==> config.mk <==
export PLATFORM = sky130hd
export DESIGN_NAME = axis_adder_tree
export DESIGN_NICKNAME = d
export VERILOG_FILES = /design/src/rtl/axis_adder_pkg.sv /design/src/rtl/adder_tree_comb.sv /design/src/rtl/axis_adder_tree.sv
export SDC_FILE = /design/constraint.sdc
export NUM_CORES = 1
export LEC_CHECK = 0
export ABC_AREA = 1
export ABC_CLOCK_PERIOD_IN_PS = 1600
export CORE_MARGIN = 10
export CORE_UTILIZATION = 45
export DETAILED_ROUTE_END_ITERATION = 12
export GPL_TIMING_DRIVEN = 1
export MAX_ROUTING_LAYER = met4
export PLACE_DENSITY = 0.75
export SLEW_MARGIN = 10
export SYNTH_ARGS = -nofsm -noshare
export SYNTH_HDL_FRONTEND = slang
export SYNTH_SLANG_ARGS = --single-unit
==> constraint.sdc <==
create_clock -name clk -period 1.6 [get_ports clk]
set_input_delay 0.32 -clock clk [delete_from_list [all_inputs] [get_ports clk]]
set_output_delay 0.32 -clock clk [all_outputs]
set_load 0.01 [all_outputs]
==> src/rtl/axis_adder_pkg.sv <==
// Shared helpers for the AXI-Stream multi-operand adder: the result width is
// derived here so the block and anything that instantiates it agree on it.
package axis_adder_pkg;

  function automatic int clog2(input int value);
    int result;
    int remaining;
    result    = 0;
    remaining = value - 1;
    while (remaining > 0) begin
      result++;
      remaining = remaining >> 1;
    end
    return result;
  endfunction

  // Widened so the sum of NUM_OPERANDS full-scale operands can never overflow
  function automatic int out_width(input int width, input int num_operands);
    return width + clog2(num_operands);
  endfunction

endpackage

==> src/rtl/adder_tree_comb.sv <==
// Purely combinational extend-and-sum of NUM_OPERANDS packed operands,
// zero- or sign-extended to the full result width before adding.
module adder_tree_comb
  import axis_adder_pkg::*;
#(
  parameter int WIDTH        = 4,
  parameter int NUM_OPERANDS = 2,
  parameter int SIGNED       = 0
) (
  input  logic [NUM_OPERANDS*WIDTH-1:0]              operands,
  output logic [out_width(WIDTH, NUM_OPERANDS)-1:0]  sum
);

  localparam int OUT_WIDTH = out_width(WIDTH, NUM_OPERANDS);

  logic [OUT_WIDTH-1:0] extended [NUM_OPERANDS];

  // Extension happens before the add, so the sum is exact in OUT_WIDTH bits
  for (genvar k = 0; k < NUM_OPERANDS; k++) begin : g_extend
    logic [WIDTH-1:0] operand;
    logic             fill_bit;
    assign operand     = operands[k*WIDTH +: WIDTH];
    assign fill_bit    = (SIGNED != 0) & operand[WIDTH-1];
    assign extended[k] = {{(OUT_WIDTH-WIDTH){fill_bit}}, operand};
  end

  always_comb begin
    sum = '0;
    for (int k = 0; k < NUM_OPERANDS; k++) begin
      sum = sum + extended[k];
    end
  end

endmodule

==> src/rtl/axis_adder_tree.sv <==
// Two-stage pipelined multi-operand adder with AXI-Stream slave/master ports.
// s_axis_tready is combinational from m_axis_tready so the pipe never bubbles.
module axis_adder_tree
  import axis_adder_pkg::*;
#(
  parameter int WIDTH        = 4,
  parameter int NUM_OPERANDS = 2,
  parameter int SIGNED       = 0
) (
  input  logic                                      clk,
  input  logic                                      reset,
  input  logic [NUM_OPERANDS*WIDTH-1:0]             s_axis_tdata,
  input  logic                                      s_axis_tvalid,
  input  logic                                      s_axis_tlast,
  output logic                                      s_axis_tready,
  output logic [out_width(WIDTH, NUM_OPERANDS)-1:0] m_axis_tdata,
  output logic                                      m_axis_tvalid,
  output logic                                      m_axis_tlast,
  input  logic                                      m_axis_tready
);

  localparam int OUT_WIDTH = out_width(WIDTH, NUM_OPERANDS);

  logic [NUM_OPERANDS*WIDTH-1:0] data1;
  logic                          last1;
  logic                          v1;
  logic [OUT_WIDTH-1:0]          data2;
  logic                          last2;
  logic                          v2;
  logic [OUT_WIDTH-1:0]          sum1;
  logic                          adv1;
  logic                          adv2;
  logic                          accept;

  adder_tree_comb #(
    .WIDTH        (WIDTH),
    .NUM_OPERANDS (NUM_OPERANDS),
    .SIGNED       (SIGNED)
  ) u_sum (
    .operands (data1),
    .sum      (sum1)
  );

  // A stage may advance when it is empty or the stage after it is moving
  assign adv2          = !v2 | m_axis_tready;
  assign adv1          = !v1 | adv2;
  assign s_axis_tready = adv1 & !reset;
  assign accept        = s_axis_tvalid & s_axis_tready;

  always_ff @(posedge clk) begin
    if (reset) begin
      data1 <= '0;
      last1 <= 1'b0;
      v1    <= 1'b0;
      data2 <= '0;
      last2 <= 1'b0;
      v2    <= 1'b0;
    end else begin
      if (accept) begin
        data1 <= s_axis_tdata;
        last1 <= s_axis_tlast;
        v1    <= 1'b1;
      end else if (adv2) begin
        v1    <= 1'b0;
      end
      if (adv2) begin
        data2 <= sum1;
        last2 <= last1;
        v2    <= v1;
      end
    end
  end

  assign m_axis_tdata  = data2;
  assign m_axis_tlast  = last2;
  assign m_axis_tvalid = v2;

endmodule

==> results.md <==
* Largest cells by area after synthesis: dfxtp_1 (44%), nand2_1 (12%), nand3_1 (7.8%), ha_1 (6.5%), inv_1 (5.3%)
* Worst path slowest cell: clkdlybuf4s50_1
* Setup TNS at 0 ns
* Top_reg_cell synth: dfxtp_1
* TritonCTS clock tree: built
* #FFs+latches synth at 17
* Largest family of logic cells by synthesized area: simple AND/OR/NAND/NOR gates
* Via density at around 5
* Worst hold path class: reg2reg
* Overflow after GRT at 0
* Post-synth ARST share at 0%
* I/O pins at 21
* Die H at 61.5 um
* Final cycle utilization of the critical path at 94.8%
* # DRC at 0
* Fraction of layout cells with a size suffix above 1 at 14.3%
* Most common cell in the netlist: nand2_1
* Worst EP required at roughly 1.3 ns
* Synth unique cells at 15
* Startpoint types: primary input
* Dpl cell area at 1020 sq um
* H-tree Lvls at 1
* Core Footprint at 1560 sq um
* Die footprint at ~3800 sq um
* Routed vias at 696
* Initial Utilization at between 40% and 50%
* Simple-Gate Fraction of Synth Area at about 29%
* # hold bufs at CTS at 0
* HPWL Detailed at 1300 um
* Slew Viols, Final at 0
* Hold_ws at 0.476 ns
* Worst path top cell family by delay: buffers and inverters
* Static Leak at 0.509 nW
* Hold Vio Cnt, Final at 0
* Kind of critical path: in2out
* Antenna Cells at 0
* Max clock buf depth at 2
* 1st-pass router iterations at 4
* Critical-path cell list: clkdlybuf4s50_1 -> inv_1 -> nand2_1 -> inv_1 -> clkdlybuf4s15_1
* Adder-cell share of the synthesized area at a little under a tenth
* Cell area power density at around 840 nW/um^2
* Pin count of the biggest net entering global routing at 17
* Most common cell on crit path: inv_1
* GRT Total Usage at 9.46%
* Synth Area in XOR/XNOR at 1.13%
* Syn_area_per_cell at 7.89 sq um
* Critical path buffers and inverters at 4
* Mux contribution to synthesized area at 0%
* Routability Congestion at just under 0.8
* Root Buffer: clkbuf_4
* Mapped Cells at 98
* Clock latency on the worst-skew pair at 0.29 ns
* Number of max-cap violations at 0
* Vias in the first global route at 669
* Final Cell Area at between 1000 and 1500 sq um
* Min-Delay Startpoint: data1[3]
* Synth Area in Compound Gates at roughly 7.8%
* Crit path DAT at 1.20 ns
* Post-synthesis sequential area ratio at 44.0%
* CP Launch Point: reset
* CP max stage delay at 0.49 ns
* Fmax at roughly 660 MHz
* Cell taking the most area after synthesis: dfxtp_1
* Top post-synthesis cells by count: nand2_1 (24), dfxtp_1 (17), nand3_1 (12)
* Top-area cell type share of the netlist area at roughly 44%
* Worst-case clock skew at 0.0117 ns
* Syn. warnings at 0
* Post-synth EDFFs at 0
* Reg-to-reg critical path startpoint: data1[4]
* Initial antenna violation count at 0
* Fin crit period at about 1.5 ns
* Routed WL at ~1600 um
* Post-CTS Setup Bufs at 0
* Crit Path Max Fanout at 2
* Post-Syn Nets at 116
* Final nets at 145
* Crit. End Element: output port
* Inserted Clock Buffers at 3
* Worst-Margin Slew at 0.177 ns
* Number of DRC markers in iteration 0 at 14
* Worst-path clk slew at approximately 0.11 ns
* Outcome: complete, no violations
* Row cnt at 14
* Final ANT Viol Nets at 0
* Rel. slew slack at 88.1%
* P&R area growth vs syn at 35.3%
* Final Setup Violations at 0
* Post-Syn Area at 773 sq um
* Clock sink total at 17
* Die Wd at 61.5 um
* Worst vdd rail ir drop at 0.000548 V
* Drt wl/cell at 11.4 um
* Port Buffers at 20
* Global-route wire length before repair at 2690 um
==> cell type report <==
| cell class | count | area (sq um) |
|---|---|---|
| inverters | 13 | 48.8 |
| clock inverters | 1 | 5.00 |
| flip-flops and latches | 17 | 342 |
| repair buffers | 26 | 244 |
| clock buffers | 3 | 22.5 |
| multi-input cells | 66 | 364 |
| well taps | 16 | 20.0 |
| fillers | 133 | 513 |
==> power by group <==
part | leakage (nW) | internal [mW] | switching, mW | total (mW)
sequential | 0.141 | 0.455 | 0.0180 | 0.473
combinational | 0.351 | 0.0916 | 0.0768 | 0.168
clock | 0.0177 | 0.0929 | 0.142 | 0.235
total | 0.509 | 0.640 | 0.237 | 0.877
==> layer usage <==
| layer | share of wire [%] | GRT usage (%) | vias to the layer above |
|---|---|---|---|
| li1 | - | - | 368 |
| met2 | 47 | 15.4 | 19 |
| met5 | 0 | - | - |
| met4 | 0.62 | 3.82 | 0 |
| met3 | 4.8 | 2.47 | 2 |
| met1 | 48 | 10.8 | 307 |
==> path summary, 6_finish.rpt <==
kind	endpoint	slack, ns	cells past startpoint
worst max register to register	m_axis_tdata[4]	0.16	6
worst max-delay path	s_axis_tready	0.08	5
worst min register to register	data1[3]	0.48	2
worst min-delay path	data1[3]	0.48	2
==> cell families after synthesis <==
group           Yosys count
compound gates           12
xor+xnor                  1
fa+ha+maj                 5
buf+inv                  15
flops                    17
simple gates             48
==> layout by cell type (no fill, tap or decap), types with 2 or more instances in the layout <==
master / n
nand2_1: 24
clkdlybuf4s50_1: 18
dfxtp_1: 16
nand3_1: 12
inv_1: 11
nor2_1: 8
o21ai_0: 7
buf_4: 6
a21oi_1: 5
ha_1: 3
clkbuf_4: 3
nand3_2: 2
inv_2: 2
==> timing repair <==
| action | CTS | global route |
|---|---|---|
| hold endpoints to repair | 0 | 0 |
| gates resized for setup | 2 | 3 |
| pin swaps | 1 | 1 |
| setup endpoints to repair | 1 | 2 |
==> registers in the layout (all words and copies together) (netlist names) <==
name,flops
last1,1
v1,1
m_axis_tdata,5
m_axis_tlast,1
data1,8
m_axis_tvalid,1
==> through the flow <==
stage               cells  total power, mW  util [%]  worst slack [ns]
global route          142            0.928      67.1           -0.0416
finish                142            0.877      67.1            0.0834
global placement      138            0.646      65.2            -0.280
CTS                   142            0.881      66.8            0.0264
detailed placement    138            0.654      65.2            -0.303
floorplan              98            0.567         -             0.306
==> tightest hold or removal path, stage by stage (launching register included) <==
cell,delay [ns]
dfxtp_1,0.34
nand3_2,0.07
nand2_1,0.04
No activity file was read; power rests on OpenSTA's default activity.
